`src/rtl/keypad_scanner_pkg.sv`:
```
// Shared definitions for the keypad scanner: FSM encoding, column reset
// pattern, default timing parameters and small row/column helpers.
package keypad_scanner_pkg;

   typedef enum logic [1:0] {
      SCAN     = 2'd0,
      DEBOUNCE = 2'd1,
      HELD     = 2'd2
   } kp_state_e;

   localparam logic [3:0] COLS_RESET          = 4'b1110;
   localparam int         SCAN_DIV_DEF        = 50000;
   localparam int         DEBOUNCE_TICKS_DEF  = 20;

   // True when exactly one line of an active-low nibble is asserted.
   function automatic logic single_low(input logic [3:0] v);
      return (v == 4'b1110) || (v == 4'b1101) || (v == 4'b1011) || (v == 4'b0111);
   endfunction

   // Index of the lowest asserted (low) line; 0 when none is low.
   function automatic logic [1:0] low_idx(input logic [3:0] v);
      logic [1:0] idx;
      idx = 2'd0;
      for (int i = 3; i >= 0; i--) begin
         if (!v[i]) idx = 2'(i);
      end
      return idx;
   endfunction

   // Advance the column drive: 1110 -> 1101 -> 1011 -> 0111 -> 1110.
   function automatic logic [3:0] rotl(input logic [3:0] v);
      return {v[2:0], v[3]};
   endfunction

endpackage

```
`src/rtl/scan_prescaler.sv`:
```
// Scan-rate prescaler: counts 0..DIV-1 and flags the last count as Tick.
module scan_prescaler #(
   parameter int DIV = 50000
) (
   input  logic Clk,
   input  logic nReset,
   output logic Tick
);

   localparam int            CW   = $clog2(DIV);
   localparam logic [CW-1:0] LAST = CW'(DIV - 1);

   logic [CW-1:0] cnt;

   // Free-running modulo-DIV count; wraps back to zero after the tick cycle.
   always_ff @(posedge Clk or negedge nReset) begin
      if (!nReset)          cnt <= '0;
      else if (cnt == LAST) cnt <= '0;
      else                  cnt <= cnt + CW'(1);
   end

   assign Tick = (cnt == LAST);

endmodule

```
`src/rtl/keypad_scanner.sv`:
```
// 4x4 matrix keypad scanner: one active-low column driven at a time,
// synchronised active-low rows, press/release debounce, one KeyValid pulse
// per accepted key and a four-code KeyData history (newest in [3:0]).
//
// state    | meaning
// SCAN     | rotate the driven column each tick, look for a single low row
// DEBOUNCE | column frozen, counting consecutive matching tick samples
// HELD     | key accepted, column frozen until all rows stay high long enough
module keypad_scanner
   import keypad_scanner_pkg::*;
#(
   parameter int SCAN_DIV       = SCAN_DIV_DEF,
   parameter int DEBOUNCE_TICKS = DEBOUNCE_TICKS_DEF
) (
   input  logic        Clk,
   input  logic        nReset,
   input  logic [3:0]  Rows,
   input  logic        ClearData,
   output logic [3:0]  Cols,
   output logic [3:0]  KeyCode,
   output logic        KeyValid,
   output logic        KeyHeld,
   output logic [15:0] KeyData
);

   localparam int            DW    = $clog2(DEBOUNCE_TICKS + 1);
   localparam logic [DW-1:0] DEB_N = DW'(DEBOUNCE_TICKS);

   logic          tick;
   logic [3:0]    rows_m, rows_s;
   kp_state_e     state, state_n;
   logic [3:0]    cols_q, cols_n;
   logic [1:0]    row_idx, row_idx_n, col_idx, col_idx_n;
   logic [DW-1:0] deb_cnt, deb_cnt_n, rel_cnt, rel_cnt_n;
   logic [DW-1:0] deb_inc, rel_inc;
   logic [3:0]    match_pat;
   logic [3:0]    key_code, key_code_n;
   logic          key_valid, key_valid_n;
   logic          key_held, key_held_n;
   logic [15:0]   key_data, key_data_n;

   scan_prescaler #(.DIV(SCAN_DIV)) u_prescaler (
      .Clk    (Clk),
      .nReset (nReset),
      .Tick   (tick)
   );

   // Two-flop synchroniser; idle rows are pulled high, so reset to all ones.
   always_ff @(posedge Clk or negedge nReset) begin
      if (!nReset) begin
         rows_m <= 4'hF;
         rows_s <= 4'hF;
      end else begin
         rows_m <= Rows;
         rows_s <= rows_m;
      end
   end

   // Saturating counter increments and the row pattern expected while debouncing.
   assign deb_inc   = (deb_cnt == DEB_N) ? deb_cnt : deb_cnt + DW'(1);
   assign rel_inc   = (rel_cnt == DEB_N) ? rel_cnt : rel_cnt + DW'(1);
   assign match_pat = ~(4'b0001 << row_idx);

   // State, column drive, debounce counters and key outputs.
   always_ff @(posedge Clk or negedge nReset) begin
      if (!nReset) begin
         state     <= SCAN;
         cols_q    <= COLS_RESET;
         row_idx   <= 2'd0;
         col_idx   <= 2'd0;
         deb_cnt   <= '0;
         rel_cnt   <= '0;
         key_code  <= 4'd0;
         key_valid <= 1'b0;
         key_held  <= 1'b0;
         key_data  <= 16'd0;
      end else begin
         state     <= state_n;
         cols_q    <= cols_n;
         row_idx   <= row_idx_n;
         col_idx   <= col_idx_n;
         deb_cnt   <= deb_cnt_n;
         rel_cnt   <= rel_cnt_n;
         key_code  <= key_code_n;
         key_valid <= key_valid_n;
         key_held  <= key_held_n;
         key_data  <= key_data_n;
      end
   end

   // Next-state logic; all row decisions are made on tick cycles only.
   always_comb begin
      state_n     = state;
      cols_n      = cols_q;
      row_idx_n   = row_idx;
      col_idx_n   = col_idx;
      deb_cnt_n   = deb_cnt;
      rel_cnt_n   = rel_cnt;
      key_code_n  = key_code;
      key_valid_n = 1'b0;
      key_held_n  = key_held;
      case (state)
         SCAN: begin
            if (tick) begin
               if (single_low(rows_s)) begin
                  row_idx_n = low_idx(rows_s);
                  col_idx_n = low_idx(cols_q);
                  deb_cnt_n = '0;
                  state_n   = DEBOUNCE;
               end else begin
                  cols_n = rotl(cols_q);
               end
            end
         end
         DEBOUNCE: begin
            if (tick) begin
               if (rows_s == match_pat) begin
                  if (deb_inc >= DEB_N) begin
                     key_valid_n = 1'b1;
                     key_code_n  = {row_idx, col_idx};
                     key_held_n  = 1'b1;
                     deb_cnt_n   = '0;
                     rel_cnt_n   = '0;
                     state_n     = HELD;
                  end else begin
                     deb_cnt_n = deb_inc;
                  end
               end else begin
                  deb_cnt_n = '0;
                  cols_n    = rotl(cols_q);
                  state_n   = SCAN;
               end
            end
         end
         HELD: begin
            if (tick) begin
               if (rows_s == 4'hF) begin
                  if (rel_inc >= DEB_N) begin
                     key_held_n = 1'b0;
                     rel_cnt_n  = '0;
                     cols_n     = rotl(cols_q);
                     state_n    = SCAN;
                  end else begin
                     rel_cnt_n = rel_inc;
                  end
               end else begin
                  rel_cnt_n = '0;
               end
            end
         end
         default: begin
            state_n = SCAN;
         end
      endcase
   end

   // History shift happens in the KeyValid cycle; a clear in that cycle wins.
   always_comb begin
      key_data_n = key_data;
      if (ClearData)      key_data_n = 16'd0;
      else if (key_valid) key_data_n = {key_data[11:0], key_code};
   end

   assign Cols     = cols_q;
   assign KeyCode  = key_code;
   assign KeyValid = key_valid;
   assign KeyHeld  = key_held;
   assign KeyData  = key_data;

endmodule

```
`config.mk`:
```
export PLATFORM = sky130hd
export DESIGN_NAME = keypad_scanner
export DESIGN_NICKNAME = d
export VERILOG_FILES = /design/src/rtl/keypad_scanner_pkg.sv /design/src/rtl/scan_prescaler.sv /design/src/rtl/keypad_scanner.sv
export SDC_FILE = /design/constraint.sdc
export NUM_CORES = 1
export LEC_CHECK = 0
export ABC_AREA = 1
export ABC_CLOCK_PERIOD_IN_PS = 3500
export CAP_MARGIN = 20
export CORE_AREA = 2 2 60 104
export CTS_CLUSTER_DIAMETER = 150
export DETAILED_ROUTE_END_ITERATION = 10
export DIE_AREA = 0 0 62 106
export PLACE_DENSITY = 0.79
export RECOVER_POWER = 25
export SETUP_SLACK_MARGIN = 0.4
export SLEW_MARGIN = 20
export SYNTH_ARGS = -nofsm -noshare
export SYNTH_HDL_FRONTEND = slang
export SYNTH_HIERARCHICAL = 1
export SYNTH_SLANG_ARGS = --single-unit
```
`constraint.sdc`:
```
create_clock -name Clk -period 3.5 [get_ports Clk]
set_input_delay 0.7 -clock Clk [delete_from_list [all_inputs] [get_ports Clk]]
set_output_delay 0.7 -clock Clk [all_outputs]
set_load 0.03 [all_outputs]
```
==> out/qor.csv, run 1 <==
metric;value;unit
insertion_delay;350;ps
critPathLaunchType;register;
grt_usage;0.2307;
multi_input_comb_area;1446;um^2
placementRows;37;
syn2layout_area_growth;17.12;%
root_buffer;clkbuf_8;
numPortBuffers;32;
die_h;106;um
die_w;62;um
cpLargestDelayFamily;buffers and inverters;
ys_seq_area_frac;0.4965;
fin_worst_skew;9.814;ps
regArea;1665;um^2
crit_type;register to primary output;
hold_path_class;register to register;
firstDrtPassIters;6;
syn_area;3354;um^2
worstPathCellList;clkdlybuf4s50_1;
io_pins;33;
worstMarginPinSlew;1585;ps
max_freq;0.4354;GHz
critPathArrivalTime;1600;ps
dieArea;6572;um^2
antenna_found_initial;0;
num_vias;2708;
critPathBufInv;1;
syn-instance-count;405;
violations;capacitance limit, slew limit;
status;finished, violations left;
htreeDepth;3;
required;2800;ps
power.switching;316.4;uW
wirelength;6495;um
dpl.hpwl;4887;um
yosysUniqueCellTypes;32;
synth_ff_type;dfrtp_1;
rsz0062_at_grt;false;
n_antenna_cell;0;
syn-num-nets;417;
max_slew_margin;-0.05655;
cts_buffers;9;
cts_tree;done;
max-vdd-ir-drop;0.2391;mV
place_ws;1454;ps
synth_warnings;6;
worstRegToRegCells;11;
cp.depth;1;
grt_pass1_wl;11340;um
slew_violations;67;
ant_nets;0;
hold_depth;0;
placedCellCount;514;
holdBufCountCts;0;
comb_power_share;0.026;
cpPeakStageDelay;680;ps
first_global_vias;2632;
mostFrequentLayoutCells;106 x nand2_1, 55 x dfrtp_1, 50 x inv_1;
core;5787;um^2
synth.avg_cell_area;8.283;um^2
end_kind;primary output;
async_flop_share;1.000;
maxCapViolCount;1;
swShare;0.2311;
cts.sinks;66;
start_util;0.5797;
fin_setup_tns;0;ps
post-route-min-period;2297;ps
gp_congestion;0.8180;
avgRoutedWirePerCell;12.25;um
final_common_cell;nand2_1;
seqPwrFrac;0.566;
power_density;348.4;nW/um^2
num-fill-cells;474;
timing.final.ws_setup;1203;ps
setup_viol;0;
cpMaxStageDelayCell;clkdlybuf4s50_1;
fin_hold_ws;356.6;ps
p_int;1.052;mW
drive_above_1_share;0.1659;
ys_seq_elements;66;
nNetsFinal;459;
fin_cells;530;
postCtsSetupBuffers;0;
vias_per_cell;5.109;
p_leak;1.903;nW
grt_max_degree;67;
grt-ovfl-total;0;
hold_viol_final;0;
clock_path_buffers;2;
cts_resized;0;
cp_max_fo;5;
post-route-period-util;0.6562;
clk_pin_slew;70;ps
drc;0;
rrSetupSlack;1430;ps
dr.first_iter.drc_count;157;
synth_edf_count;0;
power_frac_clock;0.409;
[per-layer routing]
metal / wire (um) / vias up / track usage / part of all wire
li1: - / 1363 / - / -
met1: 2544 / 1284 / 0.2557 / 0.39
met2: 3590 / 50 / 0.3921 / 0.55
met3: 214 / 11 / 0.05839 / 0.033
met4: 146 / 0 / 0.1064 / 0.022
met5: 0 / - / 0 / 0
[final timing paths]
path | startpoint | to
min in group asynchronous | nReset | u_prescaler/cnt[10]
setup reg to reg | u_prescaler/cnt[0] | Cols[0]
setup / recovery | Cols[3] | Cols[3]
hold / removal | rows_m[3] | rows_s[3]
max in group asynchronous | nReset | rel_cnt[1]
hold reg to reg | rows_m[3] | rows_s[3]
[layout make-up]
type | count | share of cell area
clock buffers | 11 | 0.03599
clock inverters | 5 | 0.007643
inverters | 60 | 0.05796
multi-input cells | 277 | 0.3682
flip-flops and latches | 66 | 0.4239
well taps | 78 | 0.02484
repair buffers | 33 | 0.08153
[registers in the layout, indices dropped and copies added (netlist names)]
register and cells:
state 2, KeyHeld 1, rows_s 4, Cols 4, deb_cnt 5, u_prescaler/cnt 16, col_idx 2, KeyCode 4
rows_m 4, row_idx 2, KeyValid 1, rel_cnt 5, KeyData 16
[per-stage QoR]
stage	cell area, um^2	utilization	power (mW)
6_report	3929	0.6789	1.369
5_1_grt	3929	0.6789	1.429
4_1_cts	3939	0.6806	1.384
3_5_place_dp	3767	0.6510	0.8260
3_3_place_gp	3767	0.6510	0.8247
2_1_floorplan	3354	-	0.8007
[Yosys cell counts, types with 3 or more instances]
| library cell | instances | share of area |
|---|---|---|
| inv_2 | 8 | 0.0090 |
| nand2_2 | 12 | 0.022 |
| o22ai_1 | 10 | 0.019 |
| o21ai_0 | 14 | 0.021 |
| nand2_1 | 106 | 0.12 |
| dfrtp_1 | 55 | 0.41 |
| nor2_4 | 3 | 0.010 |
| nor2_1 | 39 | 0.044 |
| ha_1 | 5 | 0.019 |
| dfstp_2 | 11 | 0.086 |
| xor2_1 | 8 | 0.021 |
| a21oi_1 | 6 | 0.0090 |
| nand4_1 | 8 | 0.015 |
| nand3_1 | 29 | 0.043 |
| nor2_2 | 11 | 0.021 |
| nor3_1 | 3 | 0.0045 |
| inv_1 | 50 | 0.056 |
| nand3_2 | 5 | 0.015 |
| nand2_4 | 3 | 0.010 |
[kinds of logic (layout without fill, tap and decap cells)]
| group | count (synthesis) | after routing | share of synthesized area |
|---|---|---|---|
| buffers and inverters | 62 | 109 | 0.07012 |
| AO/OA/AOI/OAI | 41 | 41 | 0.08057 |
| XOR/XNOR | 9 | 9 | 0.02574 |
| flip-flops | 66 | 66 | 0.4965 |
| AND/OR/NAND/NOR | 222 | 222 | 0.3085 |
| adder cells (fa/ha/maj) | 5 | 5 | 0.01865 |
[power groups by stage]
stage,sequential [mW],clock (mW),combinational (mW)
after floorplan,0.787,0,0.0132
after global placement,0.788,0,0.0370
after detailed placement,0.788,0,0.0380
after CTS,0.774,0.572,0.0381
after global routing,0.774,0.613,0.0415
final,0.774,0.559,0.0354
Power figures use the tool's default switching activity.
==> run 2: changes to the inputs <==
--- a/config.mk
+++ b/config.mk
@@ -6,13 +6,13 @@
 export NUM_CORES = 1
 export LEC_CHECK = 0
 export ABC_AREA = 1
-export ABC_CLOCK_PERIOD_IN_PS = 3500
+export ABC_CLOCK_PERIOD_IN_PS = 1900
 export CAP_MARGIN = 20
-export CORE_AREA = 2 2 60 104
+export CORE_AREA = 2 2 65 113
 export CTS_CLUSTER_DIAMETER = 150
 export DETAILED_ROUTE_END_ITERATION = 10
-export DIE_AREA = 0 0 62 106
-export PLACE_DENSITY = 0.79
+export DIE_AREA = 0 0 67 115
+export PLACE_DENSITY = 0.71
 export RECOVER_POWER = 25
 export SETUP_SLACK_MARGIN = 0.4
 export SLEW_MARGIN = 20
==> constraint.sdc (replaced) <==
create_clock -name Clk -period 1.9 [get_ports Clk]
set_input_delay 0.38 -clock Clk [delete_from_list [all_inputs] [get_ports Clk]]
set_output_delay 0.38 -clock Clk [all_outputs]
set_load 0.03 [all_outputs]
==> run 2 against run 1 <==
  * The run now ends clean
  * Worst hold slack lost 3.0 ps
  * Power increased by 140%
  * Final area is 18% higher
  * Highest routed layer unchanged
  * Utilization up 0.38 points
  * Die area up 17%
  * Clock-buffer cell count stayed put
  * Non-clock buffer count is 35 higher
==> out/qor.csv, run 2 (synthesis gave the netlist of run 1 again) <==
metric;value;unit
status;finished clean;
htreeDepth;3;
wirelength;7654;um
dpl_cell_area;3816;um^2
final_common_cell;nand2_1;
crit_type;register to register;
grt_pass1_wl;12140;um
max_slew_margin;0.03490;
rrSetupSlack;230;ps
syn2layout_area_growth;38.53;%
clk_pin_slew;50;ps
maxUsedRoutingLayer;met4;
max-vdd-ir-drop;0.4958;mV
grt-ovfl-total;0;
hold_path_class;register to register;
ant_nets;0;
io_pins;33;
antenna_found_initial;0;
core;6807;um^2
hold_viol_final;0;
wl_met2;4327;um
cts_buffers;9;
numPortBuffers;32;
firstDrtPassIters;4;
placementRows;40;
drive_above_1_share;0.3668;
cts_tree;done;
grt_max_degree;67;
cts.sinks;66;
num-fill-cells;553;
avgRoutedWirePerCell;13.38;um
drc;0;
max_freq;0.5997;GHz
nNetsFinal;495;
dieArea;7705;um^2
rsz0062_at_grt;true;
post-route-period-util;0.8776;
slew_violations;0;
setup_viol;0;
insertion_delay;330;ps
n_antenna_cell;0;
wl_met1;2861;um
dr.first_iter.drc_count;173;
power_density;707.8;nW/um^2
mostFrequentLayoutCells;84 x nand2_1, 52 x dfrtp_1, 41 x inv_1;
end_kind;register;
die_h;115;um
fin_setup_tns;0;ps
num_vias;2970;
fin_area;4647;um^2
gp_congestion;0.8298;
p_leak;2.306;nW
worstMarginPinSlew;1448;ps
clock_path_buffers;2;
maxCapViolCount;0;
wl_met3;241;um
post-route-min-period;1667;ps
grt_usage;0.2088;
root_buffer;clkbuf_16;
dpl.hpwl;4909;um
first_global_vias;2871;
start_util;0.4928;
die_w;67;um
critPathArrivalTime;1880;ps
vias_per_cell;5.192;
required;2110;ps
critPathLaunchType;register;
fin_worst_skew;5.599;ps
cp_max_fo;7;
## run 2: critical path, stage by stage, from the launching register on
cell,delay [ps]
dfrtp_1,390
ha_4,170
nand3_4,80
nor2_2,110
nand2_2,80
inv_4,100
buf_4,130
inv_2,40
nor2_4,90
nand2_4,100
nor2_1,110
nand2_1,70
nand2_1,60
nor2_1,40
## run 2: final timing paths
check	from	endpoint	cells past startpoint
worst max-delay path	u_prescaler/cnt[0]	deb_cnt[0]	13
max in group asynchronous	nReset	KeyValid	2
worst max register to register	u_prescaler/cnt[0]	deb_cnt[0]	13
worst min register to register	rows_m[0]	rows_s[0]	0
worst min-delay path	rows_m[0]	rows_s[0]	0
min in group asynchronous	nReset	u_prescaler/cnt[12]	2
## run 2: report_power, final
part	total [mW]	switching, mW	internal, mW
sequential	1.43	0.00737	1.42
clock	1.77	0.594	1.18
combinational	0.0860	0.0610	0.0250
total	3.29	0.662	2.63
## run 2: area by class of cell
cell class | count | area [um^2] | share of cell area
multi-input cells | 278 | 1739 | 0.3743
flip-flops and latches | 66 | 1669 | 0.3592
repair buffers | 68 | 573.1 | 0.1233
clock buffers | 11 | 242.7 | 0.05223
inverters | 60 | 240.2 | 0.05170
well taps | 84 | 105.1 | 0.02262
clock inverters | 5 | 77.57 | 0.01669
## run 2: metal layers
layer,global-route usage,up-vias
li1,-,1446
met1,0.2135,1433
met2,0.3795,68
met3,0.04892,23
met4,0.1102,0
met5,0,-
## run 2: stage by stage
step / cells / util / setup WS (ps) / power [mW] / hold slack, ps
floorplan: 405 / - / 173.4 / 1.475 / 84.41
global placement: 522 / 0.5607 / 148.9 / 1.524 / 346.1
detailed placement: 522 / 0.5607 / 104.6 / 1.526 / 347.0
CTS: 560 / 0.6515 / 201.2 / 3.314 / 74.87
global route: 572 / 0.6827 / 73.65 / 3.379 / 357.5
finish: 572 / 0.6827 / 232.6 / 3.289 / 353.5
## run 2: what timing repair did
item | 4_1_cts | 5_1_grt
pin swaps | 21 | 24
buffers inserted | 22 | 11
resized for setup | 93 | 54
gates cloned | 0 | 1
setup endpoints to repair | 52 | 33
hold buffers | 0 | 0
==> run 3: changes to the inputs <==
--- a/config.mk
+++ b/config.mk
@@ -6,10 +6,10 @@
 export NUM_CORES = 1
 export LEC_CHECK = 0
 export ABC_AREA = 1
-export ABC_CLOCK_PERIOD_IN_PS = 1900
 export CAP_MARGIN = 20
 export CORE_AREA = 2 2 65 113
 export CTS_CLUSTER_DIAMETER = 150
+export CTS_CLUSTER_SIZE = 28
 export DETAILED_ROUTE_END_ITERATION = 10
 export DIE_AREA = 0 0 67 115
 export PLACE_DENSITY = 0.71
==> results of run 3 <==
The final DEF is identical to that of run 2; final timing and power are the same.
